### src/rtl/spi_rx_pkg.sv
// Shared types and elaboration-time helpers for the multi-lane SPI slave receiver.
package spi_rx_pkg;

  typedef enum logic [0:0] {
    IDLE = 1'b0,
    RECV = 1'b1
  } rx_state_e;

  function automatic bit lanes_ok(input int lanes);
    return (lanes == 1) || (lanes == 2) || (lanes == 4) || (lanes == 8);
  endfunction

  function automatic bit word_ok(input int word_bits, input int lanes);
    return (lanes > 0) && (word_bits % lanes == 0) && (word_bits / lanes >= 2);
  endfunction

  function automatic bit depth_ok(input int depth);
    return (depth >= 2) && ((depth & (depth - 1)) == 0);
  endfunction

  function automatic int beat_cnt_w(input int word_bits, input int lanes);
    return $clog2(word_bits / lanes);
  endfunction

endpackage

### src/rtl/spi_rx_fifo.sv
// Show-ahead word buffer for the SPI receiver. SPI_RX_FIFO_EN selects a DEPTH-entry
// FIFO; otherwise a single holding register. A push into a full buffer is dropped
// unless a pop is accepted in the same cycle.
module spi_rx_fifo #(
  parameter int WIDTH = 128,
  parameter int DEPTH = 4
) (
  input  logic                     clk,
  input  logic                     resetn,
  input  logic                     push,
  input  logic [WIDTH-1:0]         push_data,
  input  logic                     pop,
  output logic [WIDTH-1:0]         pop_data,
  output logic                     full,
  output logic                     empty,
  output logic [$clog2(DEPTH):0]   level
);

  localparam int LW = $clog2(DEPTH) + 1;

`ifdef SPI_RX_FIFO_EN
  localparam int AW = $clog2(DEPTH);

  logic [WIDTH-1:0] mem_q [DEPTH];
  logic [AW-1:0]    wr_ptr_q, wr_ptr_d;
  logic [AW-1:0]    rd_ptr_q, rd_ptr_d;
  logic [LW-1:0]    count_q, count_d;
  logic             do_push, do_pop;

  assign full     = (count_q == LW'(DEPTH));
  assign empty    = (count_q == '0);
  assign level    = count_q;
  assign pop_data = empty ? '0 : mem_q[rd_ptr_q];

  always_comb begin
    do_pop   = pop && !empty;
    do_push  = push && (!full || do_pop);
    wr_ptr_d = do_push ? wr_ptr_q + AW'(1) : wr_ptr_q;
    rd_ptr_d = do_pop  ? rd_ptr_q + AW'(1) : rd_ptr_q;
    count_d  = count_q;
    case ({do_push, do_pop})
      2'b10:   count_d = count_q + LW'(1);
      2'b01:   count_d = count_q - LW'(1);
      default: count_d = count_q;
    endcase
  end

  always_ff @(posedge clk) begin
    if (!resetn) begin
      wr_ptr_q <= '0;
      rd_ptr_q <= '0;
      count_q  <= '0;
    end else begin
      wr_ptr_q <= wr_ptr_d;
      rd_ptr_q <= rd_ptr_d;
      count_q  <= count_d;
    end
  end

  // Storage needs no reset: the read mux masks it while the FIFO is empty.
  always_ff @(posedge clk) begin
    if (do_push) mem_q[wr_ptr_q] <= push_data;
  end
`else
  logic [WIDTH-1:0] hold_q, hold_d;
  logic             full_q, full_d;
  logic             do_push, do_pop;

  assign full     = full_q;
  assign empty    = !full_q;
  assign level    = LW'(full_q);
  assign pop_data = full_q ? hold_q : '0;

  always_comb begin
    do_pop  = pop && full_q;
    do_push = push && (!full_q || do_pop);
    hold_d  = do_push ? push_data : hold_q;
    full_d  = do_push ? 1'b1 : (do_pop ? 1'b0 : full_q);
  end

  always_ff @(posedge clk) begin
    if (!resetn) begin
      hold_q <= '0;
      full_q <= 1'b0;
    end else begin
      hold_q <= hold_d;
      full_q <= full_d;
    end
  end
`endif

endmodule

### src/rtl/spi_slave_nlane_rx.sv
// Multi-lane SPI slave receiver: synchronizes pins, assembles little-endian words per
// chip-select frame and buffers them (SPI_RX_FIFO_EN: FIFO, else one holding register).
module spi_slave_nlane_rx
  import spi_rx_pkg::*;
#(
  parameter int LANES       = 8,
  parameter int WORD_BITS   = 128,
  parameter int FIFO_DEPTH  = 4,
  parameter int SYNC_STAGES = 2
) (
  input  logic                          clk,
  input  logic                          resetn,
  input  logic                          spi_clk_in,
  input  logic                          spi_cs_n_in,
  input  logic [LANES-1:0]              spi_data_in,
  output logic [WORD_BITS-1:0]          rx_data,
  output logic                          rx_valid,
  input  logic                          rx_ready,
  output logic                          rx_busy,
  output logic [$clog2(FIFO_DEPTH):0]   fifo_level,
  output logic                          err_short,
  output logic                          err_overflow,
  input  logic                          err_clr,
  output logic                          irq_rx
);

  localparam int BEATS = WORD_BITS / LANES;
  localparam int BW    = beat_cnt_w(WORD_BITS, LANES);
  localparam logic [BW-1:0] LAST_BEAT = BW'(BEATS - 1);

  if (!lanes_ok(LANES) || !word_ok(WORD_BITS, LANES) || SYNC_STAGES < 2) begin : g_bad_param
    $error("spi_slave_nlane_rx: illegal LANES/WORD_BITS/SYNC_STAGES");
  end
`ifdef SPI_RX_FIFO_EN
  if (!depth_ok(FIFO_DEPTH)) begin : g_bad_depth
    $error("spi_slave_nlane_rx: FIFO_DEPTH must be a power of 2 >= 2");
  end
`endif

  logic [SYNC_STAGES-1:0]            clk_sync_q, clk_sync_d;
  logic [SYNC_STAGES-1:0]            cs_sync_q, cs_sync_d;
  logic [SYNC_STAGES-1:0]            vld_sync_q, vld_sync_d;
  logic [SYNC_STAGES-1:0][LANES-1:0] data_sync_q, data_sync_d;
  logic                              clk_d_q;

  logic                 clk_s, cs_s, cs_known, spi_edge;
  logic [LANES-1:0]     data_s;

  rx_state_e            state_q, state_d;
  logic [BW-1:0]        cnt_q, cnt_d;
  logic [WORD_BITS-1:0] shift_q, shift_d;
  logic                 push_q, push_d;
  logic                 armed_q, armed_d;
  logic                 err_short_q, err_short_d;
  logic                 err_ovf_q, err_ovf_d;
  logic                 short_evt, ovf_evt, pop;
  logic                 fifo_full, fifo_empty;

  // vld_sync marks when the cs synchronizer holds a real pin sample rather than its
  // reset value, so a reset mid-frame cannot fake the "cs seen high" condition.
  always_comb begin
    clk_sync_d  = {clk_sync_q[SYNC_STAGES-2:0], spi_clk_in};
    cs_sync_d   = {cs_sync_q[SYNC_STAGES-2:0], spi_cs_n_in};
    vld_sync_d  = {vld_sync_q[SYNC_STAGES-2:0], 1'b1};
    data_sync_d = {data_sync_q[SYNC_STAGES-2:0], spi_data_in};
  end

  assign clk_s    = clk_sync_q[SYNC_STAGES-1];
  assign cs_s     = cs_sync_q[SYNC_STAGES-1];
  assign cs_known = vld_sync_q[SYNC_STAGES-1];
  assign data_s   = data_sync_q[SYNC_STAGES-1];
  assign spi_edge = clk_s & ~clk_d_q;

  always_comb begin
    state_d   = state_q;
    cnt_d     = cnt_q;
    shift_d   = shift_q;
    push_d    = 1'b0;
    armed_d   = armed_q;
    short_evt = 1'b0;
    case (state_q)
      IDLE: begin
        cnt_d   = '0;
        shift_d = '0;
        if (cs_known && cs_s) armed_d = 1'b1;
        if (armed_q && !cs_s) begin
          state_d = RECV;
          armed_d = 1'b0;
        end
      end
      RECV: begin
        // A beat coinciding with cs deassertion is dropped.
        if (cs_s) begin
          state_d   = IDLE;
          cnt_d     = '0;
          shift_d   = '0;
          short_evt = (cnt_q != '0);
        end else if (spi_edge) begin
          shift_d = {data_s, shift_q[WORD_BITS-1:LANES]};
          if (cnt_q == LAST_BEAT) begin
            cnt_d  = '0;
            push_d = 1'b1;
          end else begin
            cnt_d = cnt_q + BW'(1);
          end
        end
      end
      default: state_d = IDLE;
    endcase
  end

  assign pop     = rx_valid && rx_ready;
  assign ovf_evt = push_q && fifo_full && !pop;

  always_comb begin
    err_short_d = (err_short_q && !err_clr) || short_evt;
    err_ovf_d   = (err_ovf_q && !err_clr) || ovf_evt;
  end

  always_ff @(posedge clk) begin
    if (!resetn) begin
      clk_sync_q  <= '0;
      cs_sync_q   <= '1;
      vld_sync_q  <= '0;
      data_sync_q <= '0;
      clk_d_q     <= 1'b0;
      state_q     <= IDLE;
      cnt_q       <= '0;
      shift_q     <= '0;
      push_q      <= 1'b0;
      armed_q     <= 1'b0;
      err_short_q <= 1'b0;
      err_ovf_q   <= 1'b0;
    end else begin
      clk_sync_q  <= clk_sync_d;
      cs_sync_q   <= cs_sync_d;
      vld_sync_q  <= vld_sync_d;
      data_sync_q <= data_sync_d;
      clk_d_q     <= clk_s;
      state_q     <= state_d;
      cnt_q       <= cnt_d;
      shift_q     <= shift_d;
      push_q      <= push_d;
      armed_q     <= armed_d;
      err_short_q <= err_short_d;
      err_ovf_q   <= err_ovf_d;
    end
  end

  // shift_q holds the completed word for the cycle push_q is high.
  spi_rx_fifo #(
    .WIDTH (WORD_BITS),
    .DEPTH (FIFO_DEPTH)
  ) u_fifo (
    .clk       (clk),
    .resetn    (resetn),
    .push      (push_q),
    .push_data (shift_q),
    .pop       (pop),
    .pop_data  (rx_data),
    .full      (fifo_full),
    .empty     (fifo_empty),
    .level     (fifo_level)
  );

  assign rx_valid     = !fifo_empty;
  assign rx_busy      = (state_q == RECV);
  assign err_short    = err_short_q;
  assign err_overflow = err_ovf_q;
  assign irq_rx       = rx_valid | err_short_q | err_ovf_q;

endmodule

### config.mk
export PLATFORM = sky130hd
export DESIGN_NAME = spi_slave_nlane_rx
export DESIGN_NICKNAME = d
export VERILOG_FILES = /design/src/rtl/spi_rx_pkg.sv /design/src/rtl/spi_rx_fifo.sv /design/src/rtl/spi_slave_nlane_rx.sv
export SDC_FILE = /design/constraint.sdc
export NUM_CORES = 1
export LEC_CHECK = 0
export ABC_AREA = 1
export CAP_MARGIN = 0
export CORE_MARGIN = 10
export CORE_UTILIZATION = 34
export CTS_CLUSTER_SIZE = 20
export DETAILED_ROUTE_END_ITERATION = 16
export GPL_TIMING_DRIVEN = 0
export PLACE_DENSITY = 0.61
export SETUP_SLACK_MARGIN = 0.4
export SLEW_MARGIN = 10
export SYNTH_ARGS = -nofsm -noshare
export SYNTH_HDL_FRONTEND = slang
export SYNTH_SLANG_ARGS = --single-unit
### constraint.sdc
create_clock -name clk -period 2.01 [get_ports clk]
set_clock_uncertainty 0.15 [all_clocks]
set_input_delay 0.402 -clock clk [delete_from_list [all_inputs] [get_ports clk]]
set_output_delay 0.402 -clock clk [all_outputs]
set_load 0.03 [all_outputs]
==> impl_metrics.py <==
metrics = {
    "die": {
        "coreArea_um2": 31700,
        "io_pins": 150,
        "die_width_um": 200,
        "start_util": 0.347,
        "fp.dieArea_um2": 40000,
        "die_h_um": 200,
        "rows": 65,
    },
    "grt": {
        "use_met1": 0.198,
        "grt_usage": 0.153,
        "grt-ovfl-total": 0,
        "grt_pass1_vias": 9842,
        "use_met3": 0.0290,
        "grt_pass1_wl_mm": 50.1,
        "busiest_layer": "met2",
        "antenna_found_initial": 0,
        "use_met2": 0.258,
        "grt_max_degree": 15,
    },
    "finish": {
        "nNetsFinal": 1742,
        "area_delta_synth_final_pct": 39.2,
        "final_common_cell": "dfxtp_1",
        "nFillCells": 3139,
        "antenna_cells": 0,
        "final_util": 0.483,
        "final_cell_mix": "dfxtp_1 (284), nor2_1 (251), nand2_1 (215)",
        "drive_gt1_frac": 0.313,
        "final_cells": 2149,
    },
    "sta": {
        "setup_slack_ns": -0.168,
        "period_share": 1.08,
        "fin_crit_ns": 2.18,
        "drv_slew": 0,
        "tightest_slew_ns": 0.534,
        "rsz0062_at_grt": "yes",
        "timing.fmax_mhz": 459,
        "worst_hold_slack_ns": 0.238,
        "finalSetupViolCount": 126,
        "max_slew_margin": 0.644,
        "hold_violations": 0,
    },
    "clock_network": {
        "clk_latency_ns": 0.54,
        "clockRootBuffer": "clkbuf_16",
        "clk_pin_slew_ns": 0.06,
        "holdBufCountCts": 0,
        "cts.sinks": 289,
        "htreeDepth": 1,
        "numCtsBuffers": 30,
        "cts_tree": "done",
        "clock_path_buffers": 3,
    },
    "drt": {
        "vias_per_cell": 4.60,
        "wire_per_inst_um": 14.4,
        "drt_iter0_drc": 751,
        "drc_errors": 0,
        "drt-pass1-iter-count": 5,
        "drtAntennaViolNets": 0,
        "wl_mm": 30.9,
        "vias": 9894,
    },
    "synth": {
        "syn_avg_cell_area_um2": 7.24,
        "ys_seq_area_frac": 0.525,
        "ys_ff_latch": 289,
        "synth_warnings": 0,
        "synth.distinct_cells": 25,
        "synthesis.instances": 1520,
        "netlist_area_um2": 11000,
    },
    "setup_path": {
        "path_buf_inv": 4,
        "r2r_end": "u_fifo.hold_q[125]",
        "critPathLaunch": "u_fifo.full",
        "critPathKind": "flop to output pin",
        "r2r_setup_slack_ns": 0.30,
        "crit_path_end_kind": "output pin",
        "critPathCapture": "rx_data[52]",
        "cp_data_arrival_time_ns": 1.63,
        "crit_cells": 5,
        "reg2regPathDepth": 7,
        "cpPeakStageDelay_ns": 0.44,
        "start_kind": "flop",
        "crit_slowest_cell": "dfxtp_4",
        "crit_chain": "clkbuf_16, clkbuf_8, nand2_2, inv_2, buf_6",
        "cp_max_fo": 8,
        "critPathRequiredTime_ns": 1.46,
        "reg2reg_from": "u_fifo.full",
        "cpLargestDelayFamily": "buffers and inverters",
    },
    "run_status": {
        "status": "complete, but fails checks",
        "violations": "setup timing",
    },
    "placement": {
        "port_buffers": 147,
        "place_hpwl_mm": 21.5,
        "dp.cells": 2070,
        "gp_congestion": 0.797,
    },
    "pwr": {
        "report.power.total_mw": 11.9,
        "ir_worst_vdd_mv": 0.668,
        "p_per_area_nw_per_um2": 776,
        "p_leak_nw": 6.90,
    },
    "min_path": {
        "hold_class": "input pin to flop",
    },
    "flow_run": {
        "maxCapViolCount": 0,
    },
}
[cells by family (layout without fill, tap and decap cells)]
group	Yosys count	count (layout)	share of synthesized area
buffers and inverters	290	516	0.107
and+or+nand+nor	681	681	0.248
AOI/OAI and AO/OA	257	257	0.117
adders and majority gates	2	2	0.00227
DFF	289	289	0.525
other	1	2	0.000341
[what timing repair did]
action	in CTS	in global routing
pin swaps	3	6
gates cloned	7	1
buffers inserted	15	3
gates resized for setup	1143	147
endpoints found under the setup margin	418	382
[cell usage after synthesis]
cell type | count | area share
nand2_1 | 299 | 0.10
or3_1 | 1 | 0.00057
inv_1 | 180 | 0.061
buf_4 | 3 | 0.0020
buf_1 | 6 | 0.0020
buf_6 | 5 | 0.0051
nor2_2 | 2 | 0.0011
a21oi_1 | 100 | 0.045
a211oi_1 | 1 | 0.00068
nor2_1 | 261 | 0.089
o21ai_0 | 149 | 0.068
nand3_1 | 106 | 0.048
dfxtp_1 | 289 | 0.53
nor2_4 | 2 | 0.0020
ha_1 | 2 | 0.0023
nand2_2 | 2 | 0.0011
clkbuf_1 | 65 | 0.022
o21ai_1 | 7 | 0.0032
nor3_1 | 1 | 0.00045
clkbuf_2 | 1 | 0.00045
inv_2 | 2 | 0.00068
conb_1 | 1 | 0.00034
or2_2 | 2 | 0.0011
buf_2 | 28 | 0.013
nand4_1 | 5 | 0.0028
[through the flow]
step	setup slack (ns)	instance area [µm²]	TNS, ns
global route	-0.233	15300	-24.16
finish	-0.168	15300	-15.39
CTS	-0.207	15000	-20.75
global placement	-0.674	13000	-154.34
detailed placement	-0.645	13000	-159.21
floorplan	0.407	11000	0
[worst min-delay path: cells and delay by family]
kind,cells,cell delay (ns)
simple gates,1,0.06
buf+inv,2,0.42
[layout make-up]
type                       instances  area [µm²]  share of cell area
buffer                           108         952              0.0621
tap                              402         503              0.0328
sequential                       289        5800               0.378
clock inverter                    12         166              0.0109
inverter                         182         693              0.0452
clock buffer                      41         893              0.0583
multi-input combinational        942        4410               0.287
timing repair buffer             173        1920               0.125
[power by group]
group	switching, mW	internal (mW)	total [mW]
Sequential	0.00832	5.75	5.76
Clock	2.27	3.60	5.87
Combinational	0.183	0.0936	0.277
[metal layers]
| layer | wire length [µm] | share of wire |
|---|---|---|
| met3 | 1770 | 0.057 |
| met5 | 0 | 0 |
| met2 | 14500 | 0.47 |
| met4 | 516 | 0.017 |
| met1 | 14100 | 0.46 |
[registers in the layout, indices dropped and copies added, names as in the netlist]
name	flops
err_short	1
shift_q	128
data_s	8
clk_d_q	1
armed_q	1
cnt_q	4
data_sync_d	8
push_q	1
u_fifo.full	1
vld_sync_q	2
rx_busy	1
err_overflow	1
u_fifo.hold_q	128
cs_sync_q	2
clk_sync_q	2
[worst min-delay path by stage]
stage | startpoint | endpoint | depth (start not counted)
finish | spi_data_in[4] | data_sync_d[12] | 3
global route | spi_data_in[2] | data_sync_d[10] | 3
CTS | spi_data_in[4] | data_sync_d[12] | 3
detailed placement | vld_sync_q[0] | vld_sync_q[1] | 2
global placement | cs_sync_q[0] | cs_sync_q[1] | 1
floorplan | clk_sync_q[0] | clk_sync_q[1] | 2
(Power assumes the default switching activity.)
